$ cat src/rtl/circuit_result_capture_pkg.sv
// rtl/circuit_result_capture_pkg.sv - shared run defaults and capture state encoding
package circuit_result_capture_pkg;

    localparam int RUN_LEN_DEF = 100;
    localparam int CNT_W_DEF   = 7;

    typedef enum logic [1:0] {
        ST_RUN  = 2'd0,
        ST_HOLD = 2'd1,
        ST_DONE = 2'd2
    } cap_state_t;

endpackage

$ cat src/rtl/circuit_run_counter.sv
// rtl/circuit_run_counter.sv - saturating enable counter with sync clear and end flag
module circuit_run_counter #(
    parameter int CNT_W = 7,
    parameter int LAST  = 99
) (
    input  logic             clk,
    input  logic             rst,
    input  logic             clr,
    input  logic             inc,
    output logic [CNT_W-1:0] cnt,
    output logic             at_end
);

    localparam logic [CNT_W-1:0] LAST_C = CNT_W'(LAST);

    assign at_end = (cnt == LAST_C);

    // Holding at LAST is the freeze point shared with the upstream iteration
    always_ff @(posedge clk) begin
        if (rst || clr) begin
            cnt <= '0;
        end else if (inc && !at_end) begin
            cnt <= cnt + 1'b1;
        end
    end

endmodule

$ cat src/rtl/circuit_result_capture.sv
// rtl/circuit_result_capture.sv - captures the final recurrence result and offers it via valid/ready
module circuit_result_capture
    import circuit_result_capture_pkg::*;
#(
    parameter int W       = 32,
    parameter int RUN_LEN = RUN_LEN_DEF,
    parameter int CNT_W   = CNT_W_DEF
) (
    input  logic             clk,
    input  logic             rst,
    input  logic             en,
    input  logic [W-1:0]     y,
    input  logic             restart,
    output logic [W-1:0]     res_data,
    output logic             res_valid,
    input  logic             res_ready,
    output logic             busy,
    output logic [CNT_W-1:0] run_cnt,
    output logic             drop
);

    cap_state_t state_q;
    cap_state_t state_d;
    logic       at_end;
    logic       capture;
    logic       drop_set;

    circuit_run_counter #(
        .CNT_W (CNT_W),
        .LAST  (RUN_LEN - 1)
    ) u_run_counter (
        .clk    (clk),
        .rst    (rst),
        .clr    (restart),
        .inc    (en && (state_q == ST_RUN)),
        .cnt    (run_cnt),
        .at_end (at_end)
    );

    assign busy = (state_q == ST_RUN);

    // Restart always dominates: it beats a same-cycle capture and aborts a pending result
    always_comb begin
        state_d  = state_q;
        capture  = 1'b0;
        drop_set = 1'b0;
        case (state_q)
            ST_RUN: begin
                if (!restart && en && at_end) begin
                    capture = 1'b1;
                    state_d = ST_HOLD;
                end
            end
            ST_HOLD: begin
                if (restart) begin
                    drop_set = 1'b1;
                    state_d  = ST_RUN;
                end else if (res_ready) begin
                    state_d = ST_DONE;
                end
            end
            ST_DONE: begin
                if (restart) begin
                    state_d = ST_RUN;
                end
            end
            default: state_d = ST_RUN;
        endcase
    end

    always_ff @(posedge clk) begin
        if (rst) begin
            state_q   <= ST_RUN;
            res_data  <= '0;
            res_valid <= 1'b0;
            drop      <= 1'b0;
        end else begin
            state_q   <= state_d;
            res_valid <= (state_d == ST_HOLD);
            drop      <= drop | drop_set;
            if (capture) begin
                res_data <= y;
            end
        end
    end

endmodule

$ cat config.mk
export PLATFORM = sky130hd
export DESIGN_NAME = circuit_result_capture
export DESIGN_NICKNAME = d
export VERILOG_FILES = /design/src/rtl/circuit_result_capture_pkg.sv /design/src/rtl/circuit_run_counter.sv /design/src/rtl/circuit_result_capture.sv
export SDC_FILE = /design/constraint.sdc
export NUM_CORES = 1
export LEC_CHECK = 0
export CAP_MARGIN = 20
export CORE_ASPECT_RATIO = 2
export CORE_UTILIZATION = 43
export DETAILED_ROUTE_END_ITERATION = 10
export PLACE_DENSITY = 0.88
export RECOVER_POWER = 25
export SLEW_MARGIN = 30
export SYNTH_ARGS = -nofsm -noshare
export SYNTH_HDL_FRONTEND = slang
export SYNTH_SLANG_ARGS = --single-unit
export TNS_END_PERCENT = 100
$ cat constraint.sdc
create_clock -name clk -period 1.9 [get_ports clk]
set_input_delay 0.38 -clock clk [delete_from_list [all_inputs] [get_ports clk]]
set_output_delay 0.38 -clock clk [all_outputs]
set_load 0.01 [all_outputs]
# Word-level counts from Yosys, hierarchy flattened
# Index checks and enable logic that the tools add are counted.
word_totals:
  regBits: 43
  inputBits: 37
  out_inout_bits: 42
  wordCells: 28
classes:
  add_sub_neg: 1
  eq_ne: 4
  mux: 9
  n_bitwise: 1
  n_reduce_logical: 8
op_table:
  columns: ["cell", "count"]
  rows:
  - ["$mux W2", 4]
  - ["$add A7 B1 Y7 const B", 1]
  - ["$eq A7 B7 Y1 const B", 1]
  - ["$pmux W2 S3", 1]
  - ["$eq A2 B1 Y1 const B", 2]
  - ["$logic_and A1 B1 Y1", 4]
  - ["$mux W1", 4]
  - ["$eq A2 B2 Y1 const B", 1]
  - ["$logic_not A1 Y1", 2]
  - ["$logic_not A2 Y1", 1]
  - ["$logic_or A1 B1 Y1", 1]
  - ["$or A1 B1 Y1", 1]

# Logic depth before layout (Yosys ltp)
logic_depth:
  ltp_word: 6
  ltp_mapped: 5
  mapped_depth_nobuf: 4

# By module
# From an unflattened synthesis, not the netlist that was laid out.
unflattened:
  cells_unflattened: 195
  hier_area_um2: 1976.9
modules_own_cells:
  columns: ["module", "n_inst", "cells_per_inst", "area_each_um2", "seq_area_each_um2"]
  rows:
  - ["circuit_result_capture", 1, 155, 1624.1, 720.7]
  - ["circuit_run_counter", 1, 40, 352.8, 140.1]

# Worst setup path before layout
# Ideal clock, no wire load.
synth_path:
  path_type: "flip-flop to flip-flop"
  start: "register u_run_counter.cnt[2]"
  end: "register res_data[0]"
  arrival_ns: 1.763
  required_ns: 1.828
  slack_ns: 0.066
  path_stages_with_launch: 5
  n_path_buf: 1
  synth_period_minus_slack_ns: 1.834
  cell_sequence: "dfxtp_1 or4b_4 nor4_4 buf_6 mux2i_1"
synth_between:
  elab_chain_len: 4
synth_lines:
  columns: ["item", "line", "source"]
  rows:
  - ["start: declaration", "circuit_run_counter.sv:10", "output logic [CNT_W-1:0] cnt,"]
  - ["start signal: assignment", "circuit_run_counter.sv:23", "cnt <= cnt + 1'b1;"]
  - ["$eq A7 B7 Y1", "circuit_run_counter.sv:16", "assign at_end = (cnt == LAST_C);"]
  - ["$logic_and A1 B1 Y1", "circuit_result_capture.sv:49", "if (!restart && en && at_end) begin"]
  - ["$mux W1", "circuit_result_capture.sv:49", null]
  - ["$mux W1", "circuit_result_capture.sv:47", "case (state_q)"]
  - ["end signal: assignment", "circuit_result_capture.sv:82", "res_data <= y;"]
  - ["end: declaration", "circuit_result_capture.sv:14", "output logic [W-1:0] res_data,"]
# No other way between the ends.
# A chain may end at the register's enable or synchronous reset.

# Worst setup path after layout
layout_path:
  start: "input port en"
  end: "register res_data[24]"
layout_between:
  elab_chain_len: 4
layout_lines:
  columns: ["item", "line", "source"]
  rows:
  - ["start: declaration", "circuit_result_capture.sv:11", "input logic en,"]
  - ["$logic_and A1 B1 Y1 (2 in series)", "circuit_result_capture.sv:49", null]
  - ["$mux W1", "circuit_result_capture.sv:49", null]
  - ["$mux W1", "circuit_result_capture.sv:47", null]
# No other way between the ends.

==> run summary <==
Cell Area, Synth - 1950 um2
total power divided by cell area - 555 nW/um2
CP Capture Type - flop
drt drc - 0
CTS tree - yes
drt initial violations - 16
leakage power - 1.05 nW
Final min period - 1.82 ns
Total Power - 1.61 mW
Fin Clk Skew - 0.00661 ns
Min Hold Slack - 0.473 ns
clock transition at the registers of the reported paths - 0.08 ns
hpwl dp - 3300 um
Post-layout nets - 316
Primary FF master, synth - dfxtp_1
Layout area overhead - 48.0%
biggest cell delay along the critical path - 0.47 ns
Worst Slack Setup Final - 0.0778 ns
post-CTS sizing - 0
vias in the first global route - 1572
Mapped Cells - 196
slowest CP cell - clkdlybuf4s50_1
die area - 4830 um2
DR vias - 1636
critical path fanouts, max - 25
drt first pass iters - 4
final worst path period share - 95.9%
critical-path cell list - clkdlybuf4s50_1 -> or3b_1 -> nor4_4 -> buf_12 -> mux2i_1
Synth top area share - 44.0%
gr usage total - 18.0%
Post-Place Worst Slack - -0.231 ns
Clk Latency, worst-skew pair - 0.29 ns
Setup-failing EPs final - 0
RSZ-0062 raised after global routing - no
Post-synth EDFFs - 0
Ports - 79
total grt overflow - 0
count leader, synth - nand2b_1
Clock Sinks - 43
#FFs+latches synth - 43
Post-CTS Setup Repair Bufs - 0
area leader, netlist - dfxtp_1
first-pass GRT wire length - 6780 um
largest cells by area after synthesis - dfxtp_1 44%, nand2b_1 20%, mux2i_1 17%
core area - 4340 um2
fraction of layout cells with a size suffix above 1 - 6.45%
post-synth net total - 234
largest net degree at the start of global routing - 42
Slew @ Worst Pin - 0.377 ns
count of cell types in the netlist - 25
post-synthesis sequential area ratio - 44.0%
die width - 49.7 um
Max Fclk - 0.549 GHz
CP delay by family, top - buffers and inverters
R2R setup slack - 0.16 ns
WL final - 4270 um
Avg Inst Size Synth - 9.97 um2
Non-Filler Instances - 333
Die H - 97.3 um
Buffers on Ports - 78
Max Root-Sink Buffers - 2
class of the worst hold path - flop to flop
Initial Utilization - 45.0%
Max Cap Viol - 0
CP Launch Type - primary input
VDD IR max - 0.522 mV
Num CTS Buffers - 5
ys async rst share - 0%
worst path buffer plus inverter count - 2
outcome - completed
Final GP Congestion - 0.795
Inst Count DP - 325
Ant. Diodes - 0
fillcell total - 376
WP data arrival - 2.04 ns
H-tree depth - 2
Hold Violations, Final - 0
top cells by count, synth - 64 x nand2b_1, 43 x dfxtp_1, 34 x mux2i_1
Setup Crit Path Kind - primary input to flop
initial antenna violation count - 0
CTS Hold Bufs - 0
# rows - 34
worst relative slew slack - 74.5%
antenna-violating nets left - 0
Root Buffer - clkbuf_8
YS warnings - 0
drt wl/cell - 12.8 um
utilization after layout - 66.7%
fin. max-slew vios - 0
drt via density - 4.91
data required time of the worst path - 2.12 ns
path summary, 6_finish.rpt:
kind / start / endpoint / cells past startpoint
max: en / res_data[24]$_SDFFE_PP0P_ / 5
max reg2reg: u_run_counter.cnt[6]$_SDFFE_PP0P_ / res_data[24]$_SDFFE_PP0P_ / 4
min reg2reg: res_data[20]$_SDFFE_PP0P_ / res_data[20]$_SDFFE_PP0P_ / 2
min: res_data[20]$_SDFFE_PP0P_ / res_data[20]$_SDFFE_PP0P_ / 2
per-stage QoR:
step | cell area [um2] | TNS (ns)
6_report | 2890 | 0
5_1_grt | 2890 | 0
4_1_cts | 2900 | 0
3_5_place_dp | 2820 | -6.93
3_3_place_gp | 2820 | -6.05
2_1_floorplan | 1950 | 0
cells in the final DEF, fill, tap and decap left out, types with 2 or more instances in the layout:
cell / synthesis / routed
nand3_1: 2 / 2
o21ai_0: 2 / 2
or3_1: 3 / 3
clkdlybuf4s50_1: 0 / 60
nand2b_1: 64 / 64
nor2b_1: 2 / 2
dlygate4sd3_1: 0 / 18
a21oi_1: 7 / 7
nor2_1: 4 / 4
clkbuf_1: 9 / 3
dfxtp_1: 43 / 43
o21ba_1: 2 / 2
buf_4: 0 / 7
mux2i_1: 34 / 34
clkbuf_8: 0 / 5
nand2_1: 7 / 7
o31ai_1: 2 / 2
or4_1: 2 / 2
cell type report:
class | count | area, um2 | area share (%)
multi-input combinational | 141 | 1030 | 35.5
sequential | 43 | 861 | 29.8
timing repair buffer | 87 | 857 | 29.6
clock buffer | 7 | 76.3 | 2.64
tap | 54 | 67.6 | 2.34
clock inverter | 1 | 5.00 | 0.173
power by group:
part,total (mW),switching [mW],leakage [nW],internal (mW)
Combinational,0.152,0.0476,0.666,0.105
Clock,0.550,0.292,0.0422,0.258
Sequential,0.904,0.00233,0.346,0.902
metal layers:
layer  vias up  global-route usage (%)  share of wire (%)
met1       757                    16.7                 36
li1        819                       -                  -
met4         0                    7.69                2.2
met3         8                    3.44                4.2
met5         -                       0                  0
met2        52                    35.3                 57
worst reg2reg max path: stages (launching register included):
cell	delay, ns
dfxtp_1	0.39
or4b_4	0.50
nor4_4	0.30
buf_12	0.24
mux2i_1	0.23
cell families after synthesis:
| kind of cell | count (synthesis) | share of synthesized area [%] |
|---|---|---|
| simple gates | 91 | 29.4 |
| flops | 43 | 44.0 |
| mux | 34 | 17.4 |
| compound gates | 15 | 4.99 |
| buf+inv | 12 | 3.46 |
| fa+ha+maj | 1 | 0.640 |
registers in the layout (all words and copies together), names as in the netlist:
name	flops
drop	1
res_valid	1
u_run_counter.cnt	7
res_data	32
state_q	2
No activity file was read; power rests on OpenSTA's default activity.
